<file path="src/rtl/mem_access_unit.sv">
// Purpose: multicycle load/store controller for a 4-lane byte-wide RAM; partial stores are read-modify-write.
// Latency: accept to resp_valid is 3 cycles for a load, 4 for a store, 1 for a rejected request.
// Backpressure: req_ready is high only in IDLE; requests presented while busy are ignored.
// Optional feature: define MEM_ALIGN_CHECK_EN to reject misaligned half/word accesses (cause 01).
module mem_access_unit #(
    parameter int MEM_SIZE    = 1024,
    parameter int ENTRY_WIDTH = 8
) (
    input  logic                   clk,
    input  logic                   reset,
    input  logic                   req_valid,
    output logic                   req_ready,
    input  logic                   req_we,
    input  logic [2:0]             req_funct3,
    input  logic [31:0]            req_addr,
    input  logic [31:0]            req_wdata,
    output logic                   resp_valid,
    output logic [31:0]            resp_rdata,
    output logic                   resp_err,
    output logic [1:0]             resp_cause,
    output logic                   ram_wr_en,
    output logic [31:0]            ram_index0,
    output logic [31:0]            ram_index1,
    output logic [31:0]            ram_index2,
    output logic [31:0]            ram_index3,
    output logic [ENTRY_WIDTH-1:0] ram_entry0,
    output logic [ENTRY_WIDTH-1:0] ram_entry1,
    output logic [ENTRY_WIDTH-1:0] ram_entry2,
    output logic [ENTRY_WIDTH-1:0] ram_entry3,
    input  logic [ENTRY_WIDTH-1:0] ram_entry_out0,
    input  logic [ENTRY_WIDTH-1:0] ram_entry_out1,
    input  logic [ENTRY_WIDTH-1:0] ram_entry_out2,
    input  logic [ENTRY_WIDTH-1:0] ram_entry_out3
);

    typedef enum logic [2:0] {
        S_IDLE,
        S_READ,
        S_CAPTURE,
        S_WRITE,
        S_RESP
    } state_t;

    localparam logic [32:0] LP_MEM_SIZE = 33'(MEM_SIZE);
    localparam logic [32:0] LP_TOP      = 33'(MEM_SIZE - 1);

    state_t      r_state;
    logic        r_we;
    logic [2:0]  r_funct3;
    logic [31:0] r_wdata;
    logic [3:0]  r_mask;
    logic [3:1]  r_clamp;

    logic        w_illegal;
    logic        w_oor;
    logic        w_misalign;
    logic        w_err;
    logic [1:0]  w_cause;
    logic [32:0] w_size;
    logic [32:0] w_last;
    logic [32:0] w_sum;
    logic [3:0]  w_mask_in;
    logic [3:0]  w_clamp_in;
    logic [31:0] w_idx [4];

    logic [7:0]  w_old [4];
    logic [7:0]  w_base [4];
    logic [7:0]  w_merged [4];
    logic [31:0] w_word;
    logic [31:0] w_rdata;

    // Decode the incoming request: legality, size, range, alignment and clamped lane indices.
    always_comb begin
        w_illegal = req_we ? (req_funct3 > 3'b010)
                           : (req_funct3 == 3'b011 || req_funct3[2:1] == 2'b11);
        case (req_funct3[1:0])
            2'b00:   begin w_size = 33'd1; w_mask_in = 4'b0001; end
            2'b01:   begin w_size = 33'd2; w_mask_in = 4'b0011; end
            default: begin w_size = 33'd4; w_mask_in = 4'b1111; end
        endcase
        // 33-bit sum so an address near 0xFFFFFFFF cannot wrap back into range
        w_last = {1'b0, req_addr} + w_size - 33'd1;
        w_oor  = (w_last >= LP_MEM_SIZE);
`ifdef MEM_ALIGN_CHECK_EN
        w_misalign = (req_funct3[1:0] == 2'b01 && req_addr[0]) ||
                     (req_funct3[1:0] == 2'b10 && req_addr[1:0] != 2'b00);
`else
        w_misalign = 1'b0;
`endif
        if (w_illegal)       w_cause = 2'b11;
        else if (w_oor)      w_cause = 2'b10;
        else if (w_misalign) w_cause = 2'b01;
        else                 w_cause = 2'b00;
        w_err = (w_cause != 2'b00);
        // Lanes past the top of memory (unused by an in-range access) are pinned to the last byte
        w_sum      = 33'd0;
        w_clamp_in = 4'b0000;
        for (int k = 0; k < 4; k++) begin
            w_sum = {1'b0, req_addr} + 33'(k);
            if (w_sum > LP_TOP) begin
                w_idx[k]      = LP_TOP[31:0];
                w_clamp_in[k] = 1'b1;
            end else begin
                w_idx[k] = w_sum[31:0];
            end
        end
    end

    // Merge store bytes with captured RAM bytes and build extended load data.
    always_comb begin
        w_old[0] = ram_entry_out0;
        w_old[1] = ram_entry_out1;
        w_old[2] = ram_entry_out2;
        w_old[3] = ram_entry_out3;
        for (int k = 0; k < 4; k++) begin
            w_base[k] = r_mask[k] ? r_wdata[8*k +: 8] : w_old[k];
        end
        // Clamped lanes alias the top byte, so they must carry the same byte as the lane that
        // really targets it; otherwise the simultaneous four-lane write would disagree.
        w_merged[0] = w_base[0];
        w_merged[1] = r_clamp[1] ? w_base[0] : w_base[1];
        w_merged[2] = r_clamp[2] ? w_merged[1] : w_base[2];
        w_merged[3] = r_clamp[3] ? w_merged[2] : w_base[3];
        w_word = {w_old[3], w_old[2], w_old[1], w_old[0]};
        case (r_funct3)
            3'b000:  w_rdata = {{24{w_word[7]}}, w_word[7:0]};
            3'b001:  w_rdata = {{16{w_word[15]}}, w_word[15:0]};
            3'b100:  w_rdata = {24'd0, w_word[7:0]};
            3'b101:  w_rdata = {16'd0, w_word[15:0]};
            default: w_rdata = w_word;
        endcase
    end

    // Transaction FSM with all outputs registered.
    always_ff @(posedge clk) begin
        if (reset) begin
            r_state    <= S_IDLE;
            r_we       <= 1'b0;
            r_funct3   <= 3'd0;
            r_wdata    <= 32'd0;
            r_mask     <= 4'd0;
            r_clamp    <= 3'd0;
            req_ready  <= 1'b1;
            resp_valid <= 1'b0;
            resp_rdata <= 32'd0;
            resp_err   <= 1'b0;
            resp_cause <= 2'b00;
            ram_wr_en  <= 1'b0;
            ram_index0 <= 32'd0;
            ram_index1 <= 32'd0;
            ram_index2 <= 32'd0;
            ram_index3 <= 32'd0;
            ram_entry0 <= '0;
            ram_entry1 <= '0;
            ram_entry2 <= '0;
            ram_entry3 <= '0;
        end else begin
            case (r_state)
                S_IDLE: begin
                    if (req_valid) begin
                        req_ready <= 1'b0;
                        r_we      <= req_we;
                        r_funct3  <= req_funct3;
                        r_wdata   <= req_wdata;
                        r_mask    <= w_mask_in;
                        r_clamp   <= w_clamp_in[3:1];
                        if (w_err) begin
                            resp_valid <= 1'b1;
                            resp_err   <= 1'b1;
                            resp_cause <= w_cause;
                            resp_rdata <= 32'd0;
                            r_state    <= S_RESP;
                        end else begin
                            ram_index0 <= w_idx[0];
                            ram_index1 <= w_idx[1];
                            ram_index2 <= w_idx[2];
                            ram_index3 <= w_idx[3];
                            r_state    <= S_READ;
                        end
                    end
                end
                S_READ: r_state <= S_CAPTURE;
                S_CAPTURE: begin
                    if (r_we) begin
                        ram_entry0 <= w_merged[0];
                        ram_entry1 <= w_merged[1];
                        ram_entry2 <= w_merged[2];
                        ram_entry3 <= w_merged[3];
                        ram_wr_en  <= 1'b1;
                        r_state    <= S_WRITE;
                    end else begin
                        resp_rdata <= w_rdata;
                        resp_valid <= 1'b1;
                        resp_err   <= 1'b0;
                        resp_cause <= 2'b00;
                        r_state    <= S_RESP;
                    end
                end
                S_WRITE: begin
                    ram_wr_en  <= 1'b0;
                    resp_valid <= 1'b1;
                    resp_err   <= 1'b0;
                    resp_cause <= 2'b00;
                    resp_rdata <= 32'd0;
                    r_state    <= S_RESP;
                end
                S_RESP: begin
                    resp_valid <= 1'b0;
                    resp_err   <= 1'b0;
                    resp_cause <= 2'b00;
                    resp_rdata <= 32'd0;
                    req_ready  <= 1'b1;
                    r_state    <= S_IDLE;
                end
                default: begin
                    resp_valid <= 1'b0;
                    ram_wr_en  <= 1'b0;
                    req_ready  <= 1'b1;
                    r_state    <= S_IDLE;
                end
            endcase
        end
    end

endmodule
</file>
<file path="config.mk">
export PLATFORM = sky130hd
export DESIGN_NAME = mem_access_unit
export DESIGN_NICKNAME = d
export VERILOG_FILES = /design/src/rtl/mem_access_unit.sv
export SDC_FILE = /design/constraint.sdc
export NUM_CORES = 1
export LEC_CHECK = 0
export CAP_MARGIN = 20
export CORE_MARGIN = 1.5
export CORE_UTILIZATION = 52
export CTS_CLUSTER_SIZE = 12
export DETAILED_ROUTE_END_ITERATION = 7
export PLACE_DENSITY = 0.87
export RECOVER_POWER = 50
export SYNTH_ARGS = -nofsm -noshare
export SYNTH_HDL_FRONTEND = slang
export SYNTH_SLANG_ARGS = --single-unit
export TNS_END_PERCENT = 10
</file>
<file path="constraint.sdc">
create_clock -name clk -period 6.3 [get_ports clk]
set_input_delay 1.26 -clock clk [delete_from_list [all_inputs] [get_ports clk]]
set_output_delay 1.26 -clock clk [all_outputs]
set_load 0.01 [all_outputs]
</file>
# --- Yosys cells after proc, flatten, opt, wreduce, memory -nomap -nowiden ---
# Cells that the tools add are included.
op_classes:
  n_eq_ne: 14
  n_reduce_logical: 16
  n_mux: 42
  n_bitwise: 4
  n_addsub: 5
  magnitude_cmp: 6
ops:
  columns: ["operator", "count"]
  rows:
  - ["$mux W32", 7]
  - ["$pmux W32 S4", 1]
  - ["$gt A33 B10 Y1 const B", 3]
  - ["$pmux W32 S3", 1]
  - ["$add A32 B2 Y33 const B", 2]
  - ["$mux W8", 7]
  - ["$add A32 B1 Y33 const B", 1]
  - ["$add A32 B33 Y33", 1]
  - ["$ge A33 B11 Y1 const B", 1]
  - ["$sub A33 B1 Y33 const B", 1]
  - ["$gt A32 B10 Y1 const B", 1]
  - ["$pmux W3 S4", 1]
  - ["$mux W1", 10]
  - ["$mux W2", 5]
  - ["$eq A3 B2 Y1 const B", 3]
  - ["$eq A3 B3 Y1 const B", 3]
  - ["$mux W3", 3]
  - ["$ne A2 B2 Y1 const B", 4]
  - ["$pmux W4 S2", 1]
  - ["$reduce_and A2 Y1", 4]
  - ["$reduce_and A4 Y1", 2]
  - ["$eq A3 B1 Y1 const B", 2]
  - ["$logic_not A3 Y1", 2]
  - ["$pmux W2 S3", 1]
  - ["other kinds (15)", 20]
word_totals:
  output_inout_bits: 198
  ff_bits: 244
  elab_cells: 107

# --- Longest topological paths before layout ---
# Gate-level depths: netlist (run 1).
logic_depth:
  depth_word: 11
  ltp_mapped: 19
  ltp_nobuf: 17

# --- Least setup slack after synthesis (run 1) ---
# No wires, ideal clock.
synth_path:
  path_type: "input to register"
  from: "input req_addr[0]"
  to: "register resp_rdata[12]"
  path_slack_ns: 1.299
  setup_ns: 0.121
  arrival_time_ns: 4.880
  required_ns: 6.179
  path_buffers: 2
  path_stages: 18
  cell_sequence: "clkbuf_1 > inv_1 > ha_1 > inv_1 > ha_1 > inv_1 > fa_1 > nor2b_1 > o31ai_1 > a211o_1 > nand3_1 > mux2i_1 > or4_1 > or4_4 > nor4_4 > o21ai_2 > buf_6 > mux2_4"
synth_between:
  elab_chain_cells: 8
synth_lines:
  columns: ["item", "line_no", "text"]
  rows:
  - ["start, declared", "15", "input logic [31:0] req_addr,"]
  - ["$add A32 B33 Y33", "82", "w_last = {1'b0, req_addr} + w_size - 33'd1;"]
  - ["$sub A33 B1 Y33", "82", null]
  - ["$ge A33 B11 Y1", "83", "w_oor = (w_last >= LP_MEM_SIZE);"]
  - ["$mux W2", "91", "else if (w_oor) w_cause = 2'b10;"]
  - ["$mux W2", "90", "if (w_illegal) w_cause = 2'b11;"]
  - ["$reduce_bool A2 Y1", "94", "w_err = (w_cause != 2'b00);"]
  - ["$ne A2 B2 Y1 (no line)", null, null]
  - ["$reduce_and A4 Y1 (no line)", null, null]
  - ["end signal, assigned", "192", "resp_rdata <= w_rdata;"]
  - ["end, declared", "18", "output logic [31:0] resp_rdata,"]
# No other way between the ends.
# A chain may end at the register's enable or synchronous reset.

# --- Worst setup path in the final report (run 1) ---
layout_path:
  from: "input req_addr[1]"
  to: "register ram_index3[5]"
layout_between:
  elab_chain_cells: 8
  word_cells_on_any_way: 11
  cone_classes: "add/sub (3); order compare (2); mux (3); bitwise (1); reduce/logical (2)"
layout_lines:
  columns: ["item", "line_no", "text"]
  rows:
  - ["$add A32 B33 Y33", "82", null]
  - ["$sub A33 B1 Y33", "82", null]
  - ["$ge A33 B11 Y1", "83", null]
  - ["$mux W2", "91", null]
  - ["$mux W2", "90", null]
  - ["$reduce_bool A2 Y1", "94", null]
  - ["$not A1 Y1 (no line)", null, null]
  - ["$reduce_and A3 Y1 (no line)", null, null]
  - ["end signal, assigned", "177", "ram_index3 <= w_idx[3];"]
  - ["end, declared", "25", "output logic [31:0] ram_index3,"]
# Parallel ways exist; a longest one is shown, timed or not.

==> impl.org, run 1 <==
** Power and ir drop
- Total power of the final layout :: 3.559 mW
- The clock network is responsible for 38.2% of the overall power.
- Summed over all cells, the static leakage comes to 7.291 nW.
- Switching power share of the total :: 28.11%
- Share of total power in sequential cells :: 44.5%
- VDD sags by at most 0.2045 mV.
- Power Internal :: 2.559 mW
- Per report_power, the combinational group accounts for 17.3% of the total.
- Power spread over the standard cell area amounts to 198.1 nW/um2.
- Summed over all nets, the switching power comes to 1.000 mW.

** Synth
- Yosys mapped a number of flops with a built-in enable equal to 0.
- Dividing the synthesized area by the synthesized cell count gives 8.033 um2.
- Number of nets produced by synthesis :: 1,906
- Sorting the synthesized cells by area gives the leading types as sky130_fd_sc_hd__dfxtp_1 35%, sky130_fd_sc_hd__ha_1 7.7%, sky130_fd_sc_hd__a21oi_1 6.2%.
- Counting distinct cell types in the post-synthesis netlist gives 77.
- Synthesis inferred 243 register bits.
- Sequential elements use 35.27% of the synthesized area.
- The share of synthesized area in the top cell type comes to 35.27%.
- Largest area contributor in the synthesized netlist :: sky130_fd_sc_hd__dfxtp_1
- The most used flip-flop cell after synthesis is sky130_fd_sc_hd__dfxtp_1.
- Syn Std Cell Area :: 13,790 um2
- Most instantiated library cell after synthesis :: sky130_fd_sc_hd__dfxtp_1
- Number of synthesis warnings :: 0
- Fraction of synthesis flops using an asynchronous set or reset pin :: 0%
- Number of instances in the synthesized netlist :: 1,717
- Counting instances in the post-synthesis netlist gives the leading cell types as 243 x sky130_fd_sc_hd__dfxtp_1, 205 x sky130_fd_sc_hd__nand2_1, 171 x sky130_fd_sc_hd__a21oi_1.

** Routing
- Routed via count :: 14,040
- The detailed router finished its first iteration with 1,678 violations.
- Detail-routed via count per cell :: 6.019
- Dividing the detail-routed wire length by the instance count gives 20.26 um.
- Total Routed Length :: 47,240 um
- Count of TritonRoute iterations in the first routing pass :: 7
- Post-detailed-route count of antenna-violating nets :: 0
- After detailed routing, the number of remaining DRC violations is 0.

** Critical path
- Measured in cells, the most critical reg-to-reg path has a length of 8.
- Along the worst path, the maximum fanout reaches 27.
- The endpoint identified for the worst register-to-register timing path is ram_index3[5]$_SDFFE_PP0P_.
- Flop-to-flop setup slack :: 2.58 ns
- RR Startpoint :: r_state[1]$_SDFFE_PP0N_
- The critical path ends at ram_index3[5]$_SDFFE_PP0P_.
- The worst setup path is launched from a primary input.
- Endpoint kind of the worst setup timing path :: flop
- The worst setup path is of the in -> reg kind.
- The most critical setup path has its startpoint at req_addr[1].
- Data on the critical path arrives at its endpoint at 5.89 ns.
- Required time at the worst-slack endpoint :: 6.69 ns

** Floorplanning
- The die covers 27,510 um2.
- I/O pin count :: 301
- The total area inside the core boundary comes to 26,060 um2.
- The die is 165.9 um wide.
- The floorplan has 59 rows.
- In this run the vertical extent of the chip is 165.9 um.
- The initial utilization of the core area, before any placement, comes to 52.93%.

** Cells and area
- Layout-stage area growth over the synthesis result :: 30.26%
- Fraction of final layout cells with drive strength greater than 1 :: 5.965%
- The count of cells in the finished layout, fillers not included, comes to 2,332.
- Number of inserted filler cells in the final layout :: 1,986
- The final layout contains 2,175 nets.

** STA
- Tcrit/Tclk final :: 87.20%
- TNS Setup :: 0 ns
- Layout Skew :: 0.01754 ns
- Max-Slew Margin vs Limit :: -97.62%
- The final hold violation count is 0.
- Final period demand of the worst path :: 5.493 ns
- Final count of pins violating max slew :: 142
- RSZ-0062 raised after global routing :: no
- Fmax :: 182.0 MHz
- Worst-margin pin slew :: 2.964 ns
- Worst-case setup margin in the final layout :: 0.8066 ns
- Final number of setup-violating endpoints :: 0

** Placement
- Cells after DPL :: 2,294
- OpenSTA, run right after detailed placement, puts the worst setup slack at 0.3612 ns.
- Post-DP HPWL :: 35,610 um
- Final weighted congestion in routability-driven placement :: 0.9982
- Count of input and output buffers :: 300

** Clock tree
- Number of buffers inserted during clock tree synthesis :: 25
- Max Root-Sink Buffers :: 3
- Post-CTS repair changed the size of 0 cells.
- For the worst-skew pair, the clock arrives at the later sink with an insertion delay of 0.55 ns.
- TritonCTS built the clock tree.
- For this design, the CTS-stage hold fixing added 0 buffers.
- CTS H-Tree Depth :: 1
- Clock sinks :: 243
- Clock transition at the registers of the reported paths :: 0.05 ns
- Buffers added to address setup during post-CTS repair amount to 0.
- In this run the clock root is driven by a sky130_fd_sc_hd__clkbuf_16.

** GRT
- Total congestion overflow :: 0
- The first global-routing pass estimated 73,980 um of wire.
- The via count of the first global-routing pass came to 13,360.
- Entering global routing, the biggest net connects 86 pins.
- Global routing used 33.05% of the available tracks.
- Number of antenna violations at the first check in global routing :: 2

** Outcome
- The checks that failed: capacitance limit, slew limit.
- Run status :: finished with violations

** Min path
- Counting instances, the worst hold path has a depth of 1.
- In this run the worst hold path is classified as reg -> reg.

** Job
- The tool flagged a number of max-cap violations equal to 3.
metal layers:
layer | vias to the layer above | global-route usage (%) | share of wire [%]
met5 | - | 0 | 0
met4 | 0 | 15.79 | 4.9
met3 | 162 | 5.553 | 8.3
met2 | 741 | 55.27 | 47
met1 | 6544 | 41.42 | 40
li1 | 6589 | - | -
cell usage in the layout, fill, tap and decap left out, drive strengths merged, types with 9 or more instances in the layout:
cell / count
dfxtp: 243
nand2: 205
a21oi: 171
clkdlybuf4s50: 151
dlygate4sd3: 148
nor2: 136
ha: 85
and2: 71
o21ai: 70
nand3: 69
inv: 62
mux2i: 57
buf: 52
xnor2: 42
nand2b: 38
a311oi: 37
a211oi: 35
nor2b: 34
clkbuf: 34
nand4: 25
and3: 25
nor3: 25
nor4: 19
o211ai: 11
or2: 9
mux2: 9
final cells by class:
class                      count  area, um2  area share (%)
multi-input combinational   1300       8257           45.95
clock buffer                  32      681.9           3.795
sequential                   243       4865           27.08
clock inverter                 4      37.54          0.2089
timing repair buffer         353       3466           19.29
inverter                      63      236.5           1.316
antenna                        2      5.005         0.02786
tap                          335      419.2           2.333
power by group through the flow:
stage | clock network, mW | logic, mW | registers [mW]
after floorplan | 0 | 0.383 | 1.60
after global placement | 0 | 0.593 | 1.61
after global routing | 1.44 | 0.668 | 1.59
after detailed placement | 0 | 0.597 | 1.62
final | 1.36 | 0.617 | 1.58
after CTS | 1.38 | 0.603 | 1.58
logic make-up (layout without fill, tap and decap cells):
| group | after synthesis | after routing | synth area share, % |
|---|---|---|---|
| simple gates | 699 | 699 | 25.55 |
| compound gates | 403 | 403 | 18.40 |
| flops | 243 | 243 | 35.27 |
| buf+inv | 174 | 452 | 5.025 |
| fa+ha+maj | 86 | 86 | 7.856 |
| mux | 66 | 66 | 4.980 |
| xor+xnor | 46 | 46 | 2.921 |
| other cells | 0 | 2 | 0 |
flip-flops by register name (all words and copies together) (netlist names), 2 cells and up:
register    cells
resp_cause      2
ram_entry0      8
ram_index3     32
ram_entry1      8
ram_entry3      8
ram_index1     32
r_clamp         3
r_mask          3
r_funct3        3
ram_entry2      8
r_wdata        32
ram_index2     32
ram_index0     32
r_state         3
resp_rdata     32
stage by stage:
step           util (%)  hold WS (ns)  area (um2)
2_1_floorplan         -        0.4360       13790
4_1_cts           68.96        0.4555       17970
6_report          68.95        0.4484       17970
3_5_place_dp      66.20        0.4435       17250
5_1_grt           68.95        0.4641       17970
3_3_place_gp      66.20        0.4416       17250
critical path: stages:
cell                              delay, ns
sky130_fd_sc_hd__clkdlybuf4s50_1       0.66
sky130_fd_sc_hd__inv_1                 0.19
sky130_fd_sc_hd__ha_1                  0.32
sky130_fd_sc_hd__inv_1                 0.04
sky130_fd_sc_hd__ha_1                  0.20
sky130_fd_sc_hd__a211oi_1              0.30
sky130_fd_sc_hd__o21ai_1               0.11
sky130_fd_sc_hd__and2_1                0.15
sky130_fd_sc_hd__o31ai_1               0.57
sky130_fd_sc_hd__a21oi_1               0.17
sky130_fd_sc_hd__xor2_1                0.22
sky130_fd_sc_hd__or4_1                 0.59
sky130_fd_sc_hd__nor4_4                0.36
sky130_fd_sc_hd__buf_12                0.22
sky130_fd_sc_hd__buf_12                0.17
sky130_fd_sc_hd__nor2_1                0.06
sky130_fd_sc_hd__a311oi_1              0.27
worst min-delay path by stage:
stage / to / from / slack, ns
after floorplan: r_wdata[0]$_SDFFE_PP0P_ / r_wdata[0]$_SDFFE_PP0P_ / 0.44
after global placement: r_wdata[19]$_SDFFE_PP0P_ / r_wdata[19]$_SDFFE_PP0P_ / 0.44
after detailed placement: ram_index3[17]$_SDFFE_PP0P_ / ram_index3[17]$_SDFFE_PP0P_ / 0.44
after CTS: r_wdata[13]$_SDFFE_PP0P_ / r_wdata[13]$_SDFFE_PP0P_ / 0.46
after global routing: ram_index1[10]$_SDFFE_PP0P_ / ram_index1[10]$_SDFFE_PP0P_ / 0.46
final: ram_index3[30]$_SDFFE_PP0P_ / ram_index3[30]$_SDFFE_PP0P_ / 0.45
Power figures use the tool's default switching activity.
==> inputs of run 2 (changes only) <==
--- a/config.mk
+++ b/config.mk
@@ -8,7 +8,6 @@
 export CAP_MARGIN = 20
 export CORE_MARGIN = 1.5
 export CORE_UTILIZATION = 52
-export CTS_CLUSTER_SIZE = 12
 export DETAILED_ROUTE_END_ITERATION = 7
 export PLACE_DENSITY = 0.87
 export RECOVER_POWER = 50
==> run 2 against run 1 <==
  * The run still ends with capacitance limit, slew limit left
  * Sequential share of layout area is 0.22 points lower
  * Hold slack about the same
  * Design area rose by 0.84%
  * Maximum frequency fell by 2.1%
  * Critical endpoint is now ram_index1[7]$_SDFFE_PP0P_
==> impl.org, run 2 (synthesized netlist as in run 1, its figures left out) <==
** Critical path
- Depth of the worst register-to-register path :: 7 (-1)
- Endpoint kind of the worst setup timing path :: flop
- Arrival time of the worst setup path :: 6.00 ns (+0.11 ns)
- The largest individual stage delay along the critical path comes from the cell sky130_fd_sc_hd__clkdlybuf4s50_1.
- The startpoint identified for the worst register-to-register timing path is r_state[1]$_SDFFE_PP0N_.
- Crit Path Category :: in -> reg
- Traced cell by cell, the critical path runs through clkdlybuf4s50_1 -> inv_1 -> ha_1 -> inv_1 -> ha_1 -> a211oi_1 -> o21ai_1 -> and2_1 -> o31ai_1 -> a21oi_1 -> xor2_1 -> or4_1 -> nor4_4 -> buf_12 -> buf_12 -> nor2_1 -> a311oi_1.
- The data required time of the worst path was 6.69 ns (about the same).
- Reg2Reg Capture Point :: ram_index1[7]$_SDFFE_PP0P_
- The maximum single-stage delay on the critical path came to 0.67 ns (about the same).
- Flop-to-flop setup slack :: 2.54 ns (-0.04 ns)
- The worst setup path is launched from a primary input.
- The maximum fanout along the worst path came to 27 (unchanged).

** Cells and area
- The total of fill cells in the finished design is 1,966 (-1.0%).
- Total number of nets in the final design :: 2,175 (unchanged)
- The area occupied by multi-input gates was 8254 um2 (about the same).
- Layout-stage area growth over the synthesis result :: 31.35%
- In the layout the commonest cells are 243 x sky130_fd_sc_hd__dfxtp_1, 205 x sky130_fd_sc_hd__nand2_1, 171 x sky130_fd_sc_hd__a21oi_1.
- Most frequent standard cell in the layout excluding fill and tap cells :: sky130_fd_sc_hd__dfxtp_1
- Fraction of final layout cells with drive strength greater than 1 :: 6.241% (+0.28 points)
- The register area is 4865 um2 (unchanged).

** Clock tree
- The post-cts hold buffer count is 0 (unchanged).
- CTS H-Tree Depth :: 1 (unchanged)
- Setup repair bufs after CTS :: 0 (unchanged)
- The buffer levels on the longest clock path came to 3 (unchanged).
- The later-pin clock latency in the skew report came to 0.54 ns (about the same).
- Resize count post-CTS :: 0 (unchanged)
- CTS root buffer :: sky130_fd_sc_hd__clkbuf_16
- The number of buffers created by CTS came to 25 (unchanged).
- TritonCTS built the clock tree.
- The clock slew seen by the registers of the worst setup and hold paths came to 0.06 ns (about the same).
- The TritonCTS sink count came to 243 (unchanged).

** Outcome
- The run finished, with violations left.
- Failing checks :: capacitance limit, slew limit

** STA
- Setup repair after global routing left no endpoint under its margin.
- The final period utilization was 89.06% (+1.9 points).
- TNS Setup :: 0 ns (unchanged)
- Final count of pins violating max slew :: 142 (unchanged)
- The fmax is 178.2 MHz (-2.1%).
- The final critical-path required period came to 5.611 ns (+0.1173 ns).
- Final Hold Violating Endpoints :: 0 (unchanged)
- The final count of negative-setup-slack endpoints is 0 (unchanged).
- Worst-margin pin slew :: 2.927 ns (-0.03762 ns)
- Max-Slew Margin vs Limit :: -95.11% (+2.5 points)
- The maximum clock skew at final layout was 0.01230 ns (-0.005241 ns).

** Routing
- The number of design rule violations left after detail routing was 0 (unchanged).
- Total Routed Length :: 47,230 um (about the same)
- The ratio of routed vias to standard cells was 6.019 (about the same).
- Detailed router's first-iteration violation count :: 1,689 (+0.66%)
- Routed via count :: 14,090 (+0.38%)
- The number of detailed-route iterations in the first pass was 6 (-1).
- Post-detailed-route count of antenna-violating nets :: 0 (unchanged)
- The routed wirelength normalized by instance count came to 20.18 um (-0.39%).

** Power and ir drop
- The internal portion of total power came to 2.741 mW (+7.1%).
- Clock group share of total power :: 41.5% (+3.3 points)
- The leakage component of the power is 7.367 nW (+1.1%).
- Switching power share of the total :: 27.15% (-0.96 points)
- The portion of total power attributed to combinational logic was 16.4% (-0.9 points).
- Share of total power in sequential cells :: 42.1% (-2.4 points)
- The peak supply drop was 0.2236 mV (+9.3%).
- The total power divided by cell area is 207.6 nW/um2 (+4.8%).
- The overall power was 3.762 mW (+5.7%).
- The switching power of the nets is 1.021 mW (+2.1%).

** GRT
- Combined global-route utilization of all metal layers :: 32.90% (-0.15 points)
- Number of antenna violations at the first check in global routing :: 3 (+1)
- Maximum number of pins on one net before global-route repair :: 86 (unchanged)
- The wire length of the first global-routing pass came to 73,640 um (-0.47%).
- The via count of the first global-routing pass was 13,300 (-0.40%).
- The total congestion overflow came to 0 (unchanged).

** Placement
- The post-DP HPWL is 35,610 um (unchanged).
- The port buffer count came to 300 (unchanged).
- Final weighted congestion in routability-driven placement :: 0.9982 (unchanged)

** Floorplanning
- Horizontal die dimension :: 165.9 um (unchanged)
- The die outline height came to 165.9 um (unchanged).
- FP Rows :: 59 (unchanged)
- The full die area was 27,510 um2 (unchanged).
- The initial cell density of the core was 52.93% (unchanged).
- The I/O pin count came to 301 (unchanged).
- The core area came to 26,060 um2 (unchanged).

** Min path
- HP Class :: reg -> reg
- The number of instances on the worst hold path came to 1 (unchanged).
- Beginning of the worst hold path :: ram_index2[10]$_SDFFE_PP0P_
- The worst hold path terminates at ram_index2[10]$_SDFFE_PP0P_.

** Job
- Max capacitance violation total :: 3 (unchanged)
-- run 2: cell count changes in the layout (fill, tap and decap cells not counted) --
cell,delta
sky130_fd_sc_hd__nor2_1,+1
sky130_fd_sc_hd__bufinv_16,+3
sky130_fd_sc_hd__clkinvlp_4,-1
sky130_fd_sc_hd__clkinv_4,+1
sky130_fd_sc_hd__diode_2,+1
sky130_fd_sc_hd__clkbuf_8,+4
sky130_fd_sc_hd__clkbuf_1,+1
sky130_fd_sc_hd__nor2_2,-1
-- run 2: critical path, delay by kind of cell --
kind / cells / cell delay, ns
fa+ha+maj: 2 / 0.52
xor+xnor: 1 / 0.22
buf+inv: 5 / 1.30
simple gates: 4 / 1.17
compound gates: 5 / 1.51
-- run 2: cell type report --
type                            count  area share [%]
Multi-Input combinational cell   1300           45.56
Sequential cell                   243           26.85
Timing Repair Buffer              353           19.13
Clock buffer                       37           4.088
Tap cell                          335           2.314
Inverter                           63           1.305
Clock inverter                      7          0.7113
Antenna cell                        3         0.04144
-- run 2: how the worst max path moves through the flow --
stage / from / to / slack (ns) / cells after the start
6_report: req_addr[1] / ram_index1[7]$_SDFFE_PP0P_ / 0.69 / 17
5_1_grt: req_addr[1] / ram_index1[7]$_SDFFE_PP0P_ / 0.43 / 17
4_1_cts: req_addr[1] / ram_index1[7]$_SDFFE_PP0P_ / 0.83 / 17
3_5_place_dp: req_addr[1] / resp_rdata[30]$_SDFFE_PP0P_ / 0.36 / 18
3_3_place_gp: req_addr[4] / resp_rdata[19]$_SDFFE_PP0P_ / 0.49 / 14
2_1_floorplan: req_addr[0] / resp_rdata[12]$_SDFFE_PP0P_ / 1.30 / 18
-- run 2: per-stage QoR --
| stage | cells | util, % | hold WS (ns) | area (um2) | setup WS [ns] |
|---|---|---|---|---|---|
| 6_report | 2341 | 69.53 | 0.4488 | 18120 | 0.6892 |
| 5_1_grt | 2341 | 69.53 | 0.4640 | 18120 | 0.4310 |
| 4_1_cts | 2338 | 69.53 | 0.4557 | 18120 | 0.8269 |
| 3_5_place_dp | 2294 | 66.20 | 0.4435 | 17250 | 0.3612 |
| 3_3_place_gp | 2294 | 66.20 | 0.4416 | 17250 | 0.4896 |
| 2_1_floorplan | 1717 | - | 0.4360 | 13790 | 1.299 |
-- run 2: per-layer routing --
metal  track usage, %  wire [um]
met2            55.36      22200
met5                0          0
met4            14.18       2056
met3            5.553       3863
met1            41.53      19120
-- run 2: power by group through the flow --
stage               sequential (mW)  clock, mW  combinational (mW)
floorplan                      1.60          0               0.383
global placement               1.61          0               0.593
detailed placement             1.62          0               0.597
CTS                            1.58       1.57               0.603
global route                   1.58       1.63               0.668
finish                         1.58       1.56               0.617
==> inputs of run 3 (changes only) <==
--- a/config.mk
+++ b/config.mk
@@ -9,7 +9,7 @@
 export CORE_MARGIN = 1.5
 export CORE_UTILIZATION = 52
 export DETAILED_ROUTE_END_ITERATION = 7
-export PLACE_DENSITY = 0.87
+export PLACE_DENSITY_LB_ADDON = 0.08
 export RECOVER_POWER = 50
 export SYNTH_ARGS = -nofsm -noshare
 export SYNTH_HDL_FRONTEND = slang
==> run 3 against run 2 <==
  * The run still ends with capacitance limit, slew limit left
  * Clock-buffer cell count decreased by 1
  * Register-to-register slack improved by 1.1 ns
  * Via count decreased by 3.4%
  * Combinational power about the same
  * Hold slack improved by 0.0035 ns
  * Global-route usage decreased by 1.5 points
  * Sequential power about the same
  * Worst setup slack improved by 0.073 ns
  * Design area about the same
  * Power decreased by 1.2%
  * First-iteration DRC count decreased by 24%
==> impl.org, run 3 (synthesized netlist as in run 1, its figures left out) <==
** Cells and area
- The library cell used most frequently in the layout, excluding fill and tap cells, is sky130_fd_sc_hd__dfxtp_1.
- Total number of nets in the final design :: 2,172 (-0.14%)
- Sequential cell area :: 4865 um2 (unchanged)
- The total of fill cells in the finished design came to 2,116 (+7.6%).
- The area occupied by multi-input gates is 8259 um2 (about the same).
- Antenna fix cells :: 0 (-3)
- Most used cells in the layout excluding fill and tap cells :: 243 x sky130_fd_sc_hd__dfxtp_1, 205 x sky130_fd_sc_hd__nand2_1, 171 x sky130_fd_sc_hd__a21oi_1
- The final instance count without filler cells was 2,338 (-0.13%).
- End-of-flow core utilization :: 69.52% (about the same)
- The share of layout cells above drive strength 1 is 6.440% (+0.20 points).
- The area growth from synthesis to layout came to 31.33% (about the same).

** STA
- The maximum clock skew at final layout is 0.01353 ns (+0.001226 ns).
- The number of max-slew violations in the final report came to 188 (+32%).
- Final number of setup-violating endpoints :: 0 (unchanged)
- The slew at the pin closest to its max-slew limit is 3.357 ns (+0.4308 ns).
- Fmax :: 180.6 MHz (+1.3%)
- The final period utilization is 87.90% (-1.2 points).
- Worst hold margin :: 0.4523 ns (+0.003498 ns)
- TNS Setup :: 0 ns (unchanged)
- Final period demand of the worst path :: 5.538 ns (-0.07279 ns)
- Final Hold Violating Endpoints :: 0 (unchanged)
- The headroom to the max-slew limit was -123.8% (-29 points).
- RSZ-0062 raised after global routing :: no

** GRT
- The total congestion overflow was 0 (unchanged).
- Maximum number of pins on one net before global-route repair :: 80 (-7.0%)
- The global-route met2 utilization is 51.27% (-4.1 points).
- The via count of the first global-routing pass came to 12,820 (-3.6%).
- The routing usage on met3 is 6.363% (+0.81 points).
- Combined global-route utilization of all metal layers :: 31.42% (-1.5 points)
- The wire length of the first global-routing pass came to 70,350 um (-4.5%).
- The fraction of met1 tracks used by global routing came to 41.42% (-0.10 points).
- The initial antenna violation count came to 1 (-2).
- The global routing stage identified its most utilized layer as met2.

** Floorplanning
- The number of placement rows is 59 (unchanged).
- Die area :: 27,510 um2 (unchanged)
- The I/O pin count is 301 (unchanged).
- The die outline height was 165.9 um (unchanged).
- Horizontal die dimension :: 165.9 um (unchanged)
- The initial cell density of the core was 52.93% (unchanged).
- The core area is 26,060 um2 (unchanged).

** Critical path
- Startpoint Class :: primary input
- The worst setup path is of the in -> reg kind.
- Depth of the worst register-to-register path :: 8 (+1)
- The worst endpoint data arrival time is 5.95 ns (-0.05 ns).
- The maximum fanout along the worst path is 73 (+170%).
- The data required time of the worst path is 6.71 ns (+0.02 ns).
- STA classifies the critical path endpoint as a flop.

** Min path
- Count of cells along the worst hold path :: 2 (+1)
- HP Class :: reg -> reg

** Clock tree
- Number of buffers inserted during clock tree synthesis :: 26 (+4.0%)
- The number of setup buffers added after CTS was 0 (unchanged).
- The count of H-tree levels built during CTS is 1 (unchanged).
- The buffer levels on the longest clock path came to 3 (unchanged).
- CTS root buffer :: sky130_fd_sc_hd__clkbuf_16
- TritonCTS built the clock tree.
- The post-cts hold buffer count came to 0 (unchanged).
- The total of cells resized after clock tree synthesis came to 0 (unchanged).
- The clock slew seen by the registers of the worst setup and hold paths was 0.06 ns (about the same).
- Clock sinks :: 243 (unchanged)
- The later-pin clock latency in the skew report is 0.54 ns (about the same).

** Power and ir drop
- Static power due to leakage :: 7.412 nW (+0.60%)
- Worst vdd ir :: 0.2857 mV (+28%)
- Total power of the final layout :: 3.718 mW (-1.2%)
- Power Dens Cells :: 205.2 nW/um2 (-1.2%)

** Routing
- Routed via count :: 13,610 (-3.4%)
- Count of TritonRoute iterations in the first routing pass :: 6 (unchanged)
- Detailed router's first-iteration violation count :: 1,288 (-24%)
- The count of nets left with antenna violations after detail routing was 0 (unchanged).
- The number of design rule violations left after detail routing was 0 (unchanged).
- Total Routed Length :: 45,230 um (-4.2%)
- The ratio of routed vias to standard cells is 5.820 (-3.3%).
- The routed wirelength normalized by instance count is 19.35 um (-4.1%).

** Placement
- The port buffer count is 300 (unchanged).
- Post-DP HPWL :: 34,500 um (-3.1%)
- Final weighted congestion in routability-driven placement :: 0.9589 (-3.9%)
- Cells after DPL :: 2,290 (-0.17%)

** Outcome
- The checks that failed: capacitance limit, slew limit.
- The run finished, with violations left.

** Job
- The reported max-cap violation count came to 3 (unchanged).
run 3: changes by cell type in the layout (fill, tap and decap cells not counted), moves of 2 or more:
cell and delta:
sky130_fd_sc_hd__clkdlybuf4s50_1 -20, sky130_fd_sc_hd__buf_4 -6, sky130_fd_sc_hd__diode_2 -3, sky130_fd_sc_hd__clkinvlp_4 +5, sky130_fd_sc_hd__clkinv_8 +2, sky130_fd_sc_hd__clkbuf_1 -3, sky130_fd_sc_hd__clkinv_2 +2, sky130_fd_sc_hd__dlygate4sd3_1 +20
sky130_fd_sc_hd__bufinv_16 -2
run 3: stage by stage:
| stage | setup slack (ns) | cell area (um2) |
|---|---|---|
| 4_1_cts | 0.9046 | 18120 |
| 2_1_floorplan | 1.299 | 13790 |
| 6_report | 0.7620 | 18110 |
| 3_5_place_dp | 0.4041 | 17250 |
| 5_1_grt | 0.3429 | 18110 |
| 3_3_place_gp | 0.5137 | 17230 |
run 3: layer usage:
metal | part of all wire (%) | vias to the layer above | routed length [um]
met5 | 0.024 | - | 11
met4 | 3.2 | 2 | 1436
met3 | 8.4 | 86 | 3790
met2 | 46 | 600 | 20610
met1 | 43 | 6338 | 19390
li1 | - | 6582 | -
run 3: area by class of cell:
| type | instances | share of cell area (%) |
|---|---|---|
| sequential | 243 | 26.85 |
| clock inverter | 12 | 0.6631 |
| timing repair buffer | 349 | 19.08 |
| tap | 335 | 2.314 |
| multi-input combinational | 1300 | 45.59 |
| inverter | 63 | 1.305 |
| clock buffer | 36 | 4.186 |
run 3: critical path: stages:
cell and delay, ns:
sky130_fd_sc_hd__clkbuf_1 2.31, sky130_fd_sc_hd__clkinv_1 1.84, sky130_fd_sc_hd__nand2_1 0.36, sky130_fd_sc_hd__mux2i_1 0.11
run 3: path summary, 6_finish.rpt:
kind | startpoint | to | slack (ns)
max | reset | resp_rdata[28]$_SDFFE_PP0P_ | 0.76
max reg2reg | r_state[0]$_SDFFE_PP0N_ | ram_index2[27]$_SDFFE_PP0P_ | 3.60
min | ram_entry1[1]$_SDFFE_PP0P_ | ram_entry1[1]$_SDFFE_PP0P_ | 0.45
min reg2reg | ram_entry1[1]$_SDFFE_PP0P_ | ram_entry1[1]$_SDFFE_PP0P_ | 0.45
run 3: power by group:
group	leakage, nW	internal, mW	switching (mW)
Combinational	5.03	0.245	0.371
Sequential	1.97	1.56	0.0258
Clock	0.419	0.888	0.631
